$ cat src/rtl/alu_writeback_if.sv
// Operation channel into the LC-3 execute/writeback stage and the register-file
// write port it drives back.
interface alu_writeback_if #(
  parameter int WIDTH = 16,
  parameter int IMM_W = 5
);
  // Handshake: an operation moves when in_valid && in_ready are both high at a
  // rising clock edge. The operand fields only need to be valid in that cycle.
  // in_valid is ignored while in_ready is low. rf_load is a one-cycle write strobe.
  logic             in_valid;
  logic             in_ready;
  logic [WIDTH-1:0] sr1_data;
  logic [WIDTH-1:0] sr2_data;
  logic [IMM_W-1:0] imm;
  logic             use_imm;
  logic [2:0]       aluk;
  logic [2:0]       dr;
  logic             set_cc;
  logic [WIDTH-1:0] rf_q;
  logic [2:0]       rf_dr;
  logic             rf_load;

  modport master (
    output in_valid, sr1_data, sr2_data, imm, use_imm, aluk, dr, set_cc,
    input  in_ready, rf_q, rf_dr, rf_load
  );

  modport slave (
    input  in_valid, sr1_data, sr2_data, imm, use_imm, aluk, dr, set_cc,
    output in_ready, rf_q, rf_dr, rf_load
  );
endinterface

$ cat src/rtl/alu_writeback.sv
// LC-3 execute/writeback stage: latches an ALU op, computes it, then writes the
// register file for one cycle and updates NZP. Define ALU_MUL_EN for the 16-cycle multiply.
module alu_writeback #(
  parameter int WIDTH = 16,
  parameter int IMM_W = 5
) (
  input  logic           clk,
  input  logic           rst_n,
  alu_writeback_if.slave bus,
  output logic [2:0]     nzp,
  output logic           busy,
  output logic [1:0]     state_dbg
);

`ifdef ALU_MUL_EN
  typedef enum logic [1:0] {IDLE = 2'd0, EXEC = 2'd1, WB = 2'd2, MUL = 2'd3} state_t;
`else
  typedef enum logic [1:0] {IDLE = 2'd0, EXEC = 2'd1, WB = 2'd2} state_t;
`endif

  state_t           state;
  logic [WIDTH-1:0] a_q;
  logic [WIDTH-1:0] b_q;
  logic [2:0]       aluk_q;
  logic [2:0]       dr_q;
  logic             set_cc_q;
  logic [WIDTH-1:0] b_in;
  logic [WIDTH-1:0] alu_out;
  logic [WIDTH-1:0] wb_val;
  logic             transfer;
  logic             wb_go;
`ifdef ALU_MUL_EN
  logic [WIDTH-1:0] acc;
  logic [WIDTH-1:0] acc_step;
  logic [3:0]       cnt;
`endif

  assign transfer  = bus.in_valid && bus.in_ready;
  assign b_in      = bus.use_imm ? {{(WIDTH-IMM_W){bus.imm[IMM_W-1]}}, bus.imm} : bus.sr2_data;
  assign state_dbg = state;

  always_comb begin
    alu_out = a_q;
    case (aluk_q)
      3'b000:  alu_out = a_q + b_q;
      3'b001:  alu_out = a_q & b_q;
      3'b010:  alu_out = ~a_q;
      default: alu_out = a_q;
    endcase
  end

  // wb_go marks the edge that enters WB; rf_q, rf_dr and nzp all load there.
  always_comb begin
`ifdef ALU_MUL_EN
    acc_step = acc + (b_q[0] ? a_q : '0);
    wb_go    = ((state == EXEC) && (aluk_q != 3'b100)) || ((state == MUL) && (cnt == 4'hF));
    wb_val   = (state == MUL) ? acc_step : alu_out;
`else
    wb_go    = (state == EXEC);
    wb_val   = alu_out;
`endif
  end

  function automatic logic [2:0] nzp_of(input logic [WIDTH-1:0] r);
    if (r[WIDTH-1])     return 3'b100;
    else if (r == '0)   return 3'b010;
    else                return 3'b001;
  endfunction

  always_ff @(posedge clk or negedge rst_n) begin
    if (!rst_n) begin
      state        <= IDLE;
      a_q          <= '0;
      b_q          <= '0;
      aluk_q       <= '0;
      dr_q         <= '0;
      set_cc_q     <= 1'b0;
      bus.in_ready <= 1'b1;
      bus.rf_q     <= '0;
      bus.rf_dr    <= '0;
      bus.rf_load  <= 1'b0;
      nzp          <= 3'b010;
      busy         <= 1'b0;
`ifdef ALU_MUL_EN
      acc          <= '0;
      cnt          <= '0;
`endif
    end else begin
      bus.rf_load <= 1'b0;
      case (state)
        IDLE, WB: begin
          if (transfer) begin
            a_q          <= bus.sr1_data;
            b_q          <= b_in;
            aluk_q       <= bus.aluk;
            dr_q         <= bus.dr;
            set_cc_q     <= bus.set_cc;
            state        <= EXEC;
            bus.in_ready <= 1'b0;
            busy         <= 1'b1;
          end else begin
            state        <= IDLE;
            bus.in_ready <= 1'b1;
            busy         <= 1'b0;
          end
        end
        EXEC: begin
`ifdef ALU_MUL_EN
          if (aluk_q == 3'b100) begin
            acc   <= '0;
            cnt   <= '0;
            state <= MUL;
          end
`endif
        end
`ifdef ALU_MUL_EN
        // Shift-add: one multiplier bit (b_q LSB) per cycle, multiplicand shifts left.
        MUL: begin
          acc <= acc_step;
          a_q <= a_q << 1;
          b_q <= b_q >> 1;
          cnt <= cnt + 4'd1;
        end
`endif
        default: state <= IDLE;
      endcase

      if (wb_go) begin
        state        <= WB;
        bus.rf_q     <= wb_val;
        bus.rf_dr    <= dr_q;
        bus.rf_load  <= 1'b1;
        bus.in_ready <= 1'b1;
        if (set_cc_q) nzp <= nzp_of(wb_val);
      end
    end
  end

endmodule

$ cat src/flat_wrapper.sv
// flat-port wrapper written by rule: the top's interface ports become plain ports
module alu_writeback_flat 
#(
  parameter int WIDTH = 16,
  parameter int IMM_W = 5
)
  (clk, rst_n, nzp, busy, state_dbg, bus_in_valid, bus_sr1_data, bus_sr2_data, bus_imm, bus_use_imm, bus_aluk, bus_dr, bus_set_cc, bus_in_ready, bus_rf_q, bus_rf_dr, bus_rf_load);
  alu_writeback_if #(.WIDTH(WIDTH), .IMM_W(IMM_W)) bus_i ();
  input  logic clk;
  input  logic rst_n;
  output logic [2:0] nzp;
  output logic busy;
  output logic [1:0] state_dbg;
  input wire logic [$bits(bus_i.in_valid)-1:0] bus_in_valid;
  input wire logic [$bits(bus_i.sr1_data)-1:0] bus_sr1_data;
  input wire logic [$bits(bus_i.sr2_data)-1:0] bus_sr2_data;
  input wire logic [$bits(bus_i.imm)-1:0] bus_imm;
  input wire logic [$bits(bus_i.use_imm)-1:0] bus_use_imm;
  input wire logic [$bits(bus_i.aluk)-1:0] bus_aluk;
  input wire logic [$bits(bus_i.dr)-1:0] bus_dr;
  input wire logic [$bits(bus_i.set_cc)-1:0] bus_set_cc;
  output wire logic [$bits(bus_i.in_ready)-1:0] bus_in_ready;
  output wire logic [$bits(bus_i.rf_q)-1:0] bus_rf_q;
  output wire logic [$bits(bus_i.rf_dr)-1:0] bus_rf_dr;
  output wire logic [$bits(bus_i.rf_load)-1:0] bus_rf_load;
  assign bus_i.in_valid = bus_in_valid;
  assign bus_i.sr1_data = bus_sr1_data;
  assign bus_i.sr2_data = bus_sr2_data;
  assign bus_i.imm = bus_imm;
  assign bus_i.use_imm = bus_use_imm;
  assign bus_i.aluk = bus_aluk;
  assign bus_i.dr = bus_dr;
  assign bus_i.set_cc = bus_set_cc;
  assign bus_in_ready = bus_i.in_ready;
  assign bus_rf_q = bus_i.rf_q;
  assign bus_rf_dr = bus_i.rf_dr;
  assign bus_rf_load = bus_i.rf_load;
  alu_writeback #(.WIDTH(WIDTH), .IMM_W(IMM_W)) u_core (.clk(clk), .rst_n(rst_n), .bus(bus_i), .nzp(nzp), .busy(busy), .state_dbg(state_dbg));
endmodule
$ cat config.mk
export PLATFORM = sky130hd
export DESIGN_NAME = alu_writeback_flat
export DESIGN_NICKNAME = d
export VERILOG_FILES = /design/src/rtl/alu_writeback_if.sv /design/src/rtl/alu_writeback.sv /design/src/flat_wrapper.sv
export SDC_FILE = /design/constraint.sdc
export NUM_CORES = 1
export LEC_CHECK = 0
export CAP_MARGIN = 25
export CORE_ASPECT_RATIO = 1.1
export CORE_MARGIN = 5
export CORE_UTILIZATION = 57
export DETAILED_ROUTE_END_ITERATION = 8
export PLACE_DENSITY = 0.86
export SKIP_CTS_REPAIR_TIMING = 1
export SYNTH_ARGS = -nofsm -noshare
export SYNTH_HDL_FRONTEND = slang
export SYNTH_SLANG_ARGS = --single-unit
export TNS_END_PERCENT = 50
$ cat constraint.sdc
create_clock -name clk -period 7.29 [get_ports clk]
set_input_delay 1.0935 -clock clk [delete_from_list [all_inputs] [get_ports clk]]
set_output_delay 1.0935 -clock clk [all_outputs]
set_load 0.05 [all_outputs]
; Yosys cells after proc, flatten, opt, wreduce, memory -nomap -nowiden
; Index checks and enable logic that the tools add are counted.
[totals]
wordCells = 39
reg_bits = 66
[classes]
addsub = 1
n_bitwise = 2
n_reduce_logical = 8
eq_ne = 4
n_mux = 12
[ops]
columns = cell, n
row1 = 16-bit one-hot mux with 3 select lines, 1
row2 = 16-bit adder, 1
row3 = 16-bit bitwise AND, 1
row4 = 16-bit zero test, 1
row5 = 16-bit 2-to-1 mux, 1
row6 = 16-bit inverter, 1
row7 = 1-bit 2-to-1 mux, 6
row8 = 2-bit 2-to-1 mux, 3
row9 = 2-bit AND reduction, 2
row10 = 3-bit by 1-bit == test with 1-bit output (second input constant), 1
row11 = 3-bit by 2-bit == test with 1-bit output (second input constant), 1
row12 = 3-bit zero test, 1
row13 = 3-bit 2-to-1 mux, 1
row14 = 2-bit by 1-bit == test with 1-bit output (second input constant), 1
row15 = 2-bit == test (second input constant), 1
row16 = 2-bit zero test, 1
row17 = 2-bit nonzero test, 1
row18 = 2-bit OR reduction, 1
row19 = 1-bit logical AND, 1

; Logic depth before layout (Yosys ltp)
[depth]
depth_word = 5
depth_mapped = 10
mapped_depth_nobuf = 10

; Worst setup path before layout
; Ideal clock, no wire load.
[synth_timing]
path_kind = reg-to-reg
start = register u_core.a_q[0]
end = register u_core.nzp[1]
slack_ps = 4932
setup_ps = 61
stages_incl_launch_ff = 11
required_ps = 7229
path_buffers = 0
t_arrival_ps = 2297
path_cell_list = dfrtp_1 ha_1 fa_1 nand3_1 a211oi_1 o21bai_1 mux2i_1 nand2_1 nor4bb_2 and4_1 a22o_1
[synth_via]
elab_chain_len = 5
[synth_rtl]
columns = item, line_no
row1 = "start, declared", alu_writeback.sv:22  ; logic [WIDTH-1:0] a_q;
row2 = "start signal, assigned", alu_writeback.sv:93  ; a_q <= bus.sr1_data;
row3 = "16-bit adder, or another cell as far along", alu_writeback.sv:45  ; 3'b000: alu_out = a_q + b_q;
row4 = 16-bit one-hot mux with 3 select lines (*), alu_writeback.sv:44  ; case (aluk_q)
row5 = 16-bit zero test, alu_writeback.sv:66  ; else if (r == '0) return 3'b010;
row6 = 2-bit 2-to-1 mux, alu_writeback.sv:66
row7 = 3-bit 2-to-1 mux (*), alu_writeback.sv:65  ; if (r[WIDTH-1]) return 3'b100;
row8 = "end signal, assigned", alu_writeback.sv:134  ; if (set_cc_q) nzp <= nzp_of(wb_val);
row9 = "end, declared", alu_writeback.sv:10  ; output logic [2:0] nzp,
; Mark *: on every way between the ends. The rest lies on a longest branch, timed or not.
; A chain may end at the register's enable or synchronous reset.

; Worst setup path after layout
[layout_timing]
start = input port bus_in_valid
end = register u_core.a_q[6]
[layout_via]
elab_chain_len = 2
[layout_rtl]
columns = item, line_no
row1 = "start, declared", flat_wrapper.sv:14  ; input wire logic [$bits(bus_i.in_valid)-1:0] bus_in_valid;
row2 = 1-bit logical AND, alu_writeback.sv:38  ; assign transfer = bus.in_valid && bus.in_ready;
row3 = 2-bit AND reduction (no source line), -
; Every way passes these cells.

==> results.md <==
- Slew at the pin closest to its max-slew limit: 924 ps
- Number of iterations in the first detailed-routing pass: 7
- Total non-filler cell area in the finished layout: 0.00490 sq mm
- Skew final: 8.52 ps
- Most used flip-flop cell after synthesis: sky130_fd_sc_hd__dfrtp_1
- Die Y: 97.3 um
- Number of ports placed on the die boundary: 75
- Number of core rows: 31
- Die Span X: 89.4 um
- Clock sink total: 65
- Via count of the first global-routing pass: 3576
- Final critical-path required period: approximately 3400 ps
- Final Hold Fails: 0
- Ys Warns: 0
- Die Footprint: between 0.008 and 0.009 sq mm
- Initial cell density of the core: 0.592
- Hold path depth: 2
- Number of cells after detailed placement: 604
- Aggregate global-route resource usage: 0.253
- Maximum fanout along the worst path: 56
- Capture instance of the worst register-to-register path: u_core.nzp[1]$_DFFE_PN1P_
- Result of the run: finished clean
- Net Count, Synth: around 540
- Critical path startpoint category: primary input
- Layout cell share with drive strength beyond 1: 0.0613
- Synth-to-Final Area Change: 24.1%
- Overall power consumption: 1910 uW
- Crit path capture type: register
- Overflow after GRT: 0
- Leakage power summed over all cells: 0.00226 uW
- Setup TNS: 0 ps
- Crit path DAT: 3620 ps
- Max-slew violation total from the final report: 0
- Via count of the routed design: 3679
- Number of buffers created by CTS: 9
- Ranking of synthesized cells by area: sky130_fd_sc_hd__dfrtp_1 (40%), sky130_fd_sc_hd__nand2_1 (13%), sky130_fd_sc_hd__ha_1 (5.1%), sky130_fd_sc_hd__a21oi_1 (4.7%), sky130_fd_sc_hd__o21ai_0 (4.3%)
- Depth of the worst register-to-register path: 10
- Slowest cell on the critical path: sky130_fd_sc_hd__clkinv_1
- Root Driver: sky130_fd_sc_hd__clkbuf_8
- Count of placed standard cells in the final layout, fillers left out: 620
- Register area share after synthesis: 0.412
- Post-Synthesis Cell Area: 0.00395 sq mm
- WL per Instance: 17.1 um
- Count of unresolved DRC violations after routing: 0
- Final setup viols: 0
- Final HPWL DP: around 7700 um
- Critical path endpoint: u_core.a_q[6]$_DFFE_PN0P_
- Proportion of synthesized flip-flops having asynchronous set or reset: 1.00
- Clock tree from TritonCTS: done
- Worst IR drop on VDD: 0.328 mV
- Power density relative to cell area: 389 mW/mm^2
- Setup repair after global routing missed its margin: no
- Number of storage elements in the synthesis netlist: 65
- Headroom to the max-slew limit: 0.384
- Hold/Removal Path Class: reg -> reg
- Core Region: 0.00667 sq mm
- Clock Path Buffers: 2
- First-iteration detailed-routing DRC count: 235
- Vias per inst: between 5 and 6
- Worst stage delay on the critical path: 930 ps
- Largest area contributor in the netlist: sky130_fd_sc_hd__dfrtp_1
- Top Family by Delay on Critical Path: buffers and inverters
- EDFF count, synth: 0
- Number of antenna violations at the first check in global routing: 0
- Data required time at the worst endpoint: ~7500 ps
- Critical setup path kind: in -> reg
- Clock Pin Slew Worst Setup and Hold Paths: roughly 70 ps
- Wire length after detailed routing: 10600 um
- Fraction of the cycle the final worst path needs: 0.465
- Placed Area: 0.00468 sq mm
- Start point of the critical path: bus_in_valid
- Worst-skew pair later-pin latency: 340 ps
- Global-route wire length before repair: 17500 um
- Number of standard cells after synthesis: 473
- Synthesized area divided by synthesized cell count: 8.36 sq um
- Maximum number of pins on one net before global-route repair: 66
- Register-to-register path setup slack: 4500 ps
- Logic depth of the worst path, buffers included: 5
- Port Buf Inserts: 74
- # H-tree levels: 3
- Final weighted congestion in routability-driven placement: around 0.9
- Highest attainable clock frequency: 295 MHz
- Final worst hold slack: 472 ps
- Reg-to-reg startpoint: u_core.a_q[0]$_DFFE_PN0P_
- ANT nets after route: 0
- Buf+Inv Stages, Crit Path: 2
- Filler cells: 506
- Fin nets: 598
- Diode insertion count for antenna repair: 0
- Max-capacitance violation count: 0
- Distinct cells, synth: 62
- Cell Chain, Critical Path: clkdlybuf4s50_1 > nand2_1 > or2_2 > clkinv_1 > o21ai_0
- Portion of synthesized cell area occupied by the leading cell type: 0.399
==> power by group <==
group	internal (uW)	total, uW	switching (uW)	leakage, uW
Combinational	374	1010	634	0.00134
Clock	201	340	138	0.000113
Sequential	471	563	91.7	0.000802
Total	1050	1910	864	0.00226
==> flip-flops by register name, summed over array words and instances (netlist names) <==
name	count
u_core.a_q	16
u_core.aluk_q	3
u_core.b_q	16
u_core.bus.in_ready	1
u_core.bus.rf_dr	3
u_core.bus.rf_load	1
u_core.bus.rf_q	16
u_core.busy	1
u_core.dr_q	3
u_core.nzp	3
u_core.set_cc_q	1
u_core.state_dbg	1
==> routing by layer <==
layer	share of wire	up-vias	global-route usage
li1	-	1779	-
met1	0.44	1717	0.354
met2	0.47	159	0.396
met3	0.067	24	0.0399
met4	0.020	0	0.0813
met5	0	-	0
==> placed cells by master (no fill, tap or decap), types with 4 or more instances in the layout <==
master	count
sky130_fd_sc_hd__a21oi_1	37
sky130_fd_sc_hd__ha_1	16
sky130_fd_sc_hd__o21ai_1	4
sky130_fd_sc_hd__nand2_1	139
sky130_fd_sc_hd__nand3_1	6
sky130_fd_sc_hd__nand4_1	5
sky130_fd_sc_hd__a22o_1	5
sky130_fd_sc_hd__a31oi_1	5
sky130_fd_sc_hd__dfrtp_1	63
sky130_fd_sc_hd__nor3_1	4
sky130_fd_sc_hd__clkdlybuf4s50_1	73
sky130_fd_sc_hd__nor2_1	19
sky130_fd_sc_hd__clkbuf_8	10
sky130_fd_sc_hd__a211oi_1	5
sky130_fd_sc_hd__mux2i_1	6
sky130_fd_sc_hd__xnor2_1	4
sky130_fd_sc_hd__a2bb2oi_1	4
sky130_fd_sc_hd__nand2b_1	6
sky130_fd_sc_hd__a21o_1	7
sky130_fd_sc_hd__nor2b_1	9
sky130_fd_sc_hd__o21ai_0	34
sky130_fd_sc_hd__inv_1	4
sky130_fd_sc_hd__o22a_1	4
==> worst reg2reg max path: cells and delay by family (launching register included) <==
kind                       cells  cell delay (ps)
AOI/OAI and AO/OA              3              470
adders and majority gates      2              700
DFF                            1              440
muxes                          1              290
and+or+nand+nor                4              830
==> final cells by class <==
cell class                 count  area (sq um)  area share
inverter                       5          18.8     0.00383
timing repair buffer          77           758       0.155
sequential                    65          1630       0.332
clock buffer                  11           141      0.0288
tap                           82           103      0.0209
multi-input combinational    375          2180       0.444
clock inverter                 5          78.8      0.0161
==> cell usage after synthesis, drive strengths merged, types with 3 or more instances <==
cell type,number
inv,4
ha,16
nor3,6
a21oi,41
a2bb2oi,4
xnor2,4
clkbuf,16
o22a,4
mux2i,6
nor2b,9
nand2b,6
or3,3
a31oi,5
o22ai,3
nand3,6
or2,4
nor2,19
dfrtp,63
nand4,5
buf,12
a211oi,6
o21ai,38
a221o,3
and3,3
a22o,5
nor3b,3
a21o,7
nand2,139
==> how the worst min path moves through the flow <==
| stage | startpoint | to | slack [ps] |
|---|---|---|---|
| 2_1_floorplan | u_core.dr_q[0]$_DFFE_PN0P_ | u_core.bus.rf_dr[0]$_DFFE_PN0P_ | 440 |
| 3_3_place_gp | u_core.bus.rf_q[4]$_DFFE_PN0P_ | u_core.bus.rf_q[4]$_DFFE_PN0P_ | 460 |
| 3_5_place_dp | u_core.bus.rf_q[14]$_DFFE_PN0P_ | u_core.bus.rf_q[14]$_DFFE_PN0P_ | 460 |
| 4_1_cts | u_core.bus.rf_q[14]$_DFFE_PN0P_ | u_core.bus.rf_q[14]$_DFFE_PN0P_ | 480 |
| 5_1_grt | u_core.bus.rf_q[14]$_DFFE_PN0P_ | u_core.bus.rf_q[14]$_DFFE_PN0P_ | 490 |
| 6_report | u_core.bus.rf_dr[1]$_DFFE_PN0P_ | u_core.bus.rf_dr[1]$_DFFE_PN0P_ | 470 |
==> per-stage QoR <==
step                 util  worst slack [ps]
global placement    0.702              3660
finish              0.735              3900
detailed placement  0.702              3510
floorplan               -              4930
global route        0.735              3630
CTS                 0.735              3850
==> cell families after synthesis <==
logic type	Yosys count	synth area share
AOI/OAI and AO/OA	134	0.223
xor gates and xnor gates	6	0.0133
adders and majority gates	17	0.0557
buffers and inverters	33	0.0374
DFF	65	0.412
muxes	6	0.0152
and+or+nand+nor	212	0.243
(Power assumes the default switching activity.)
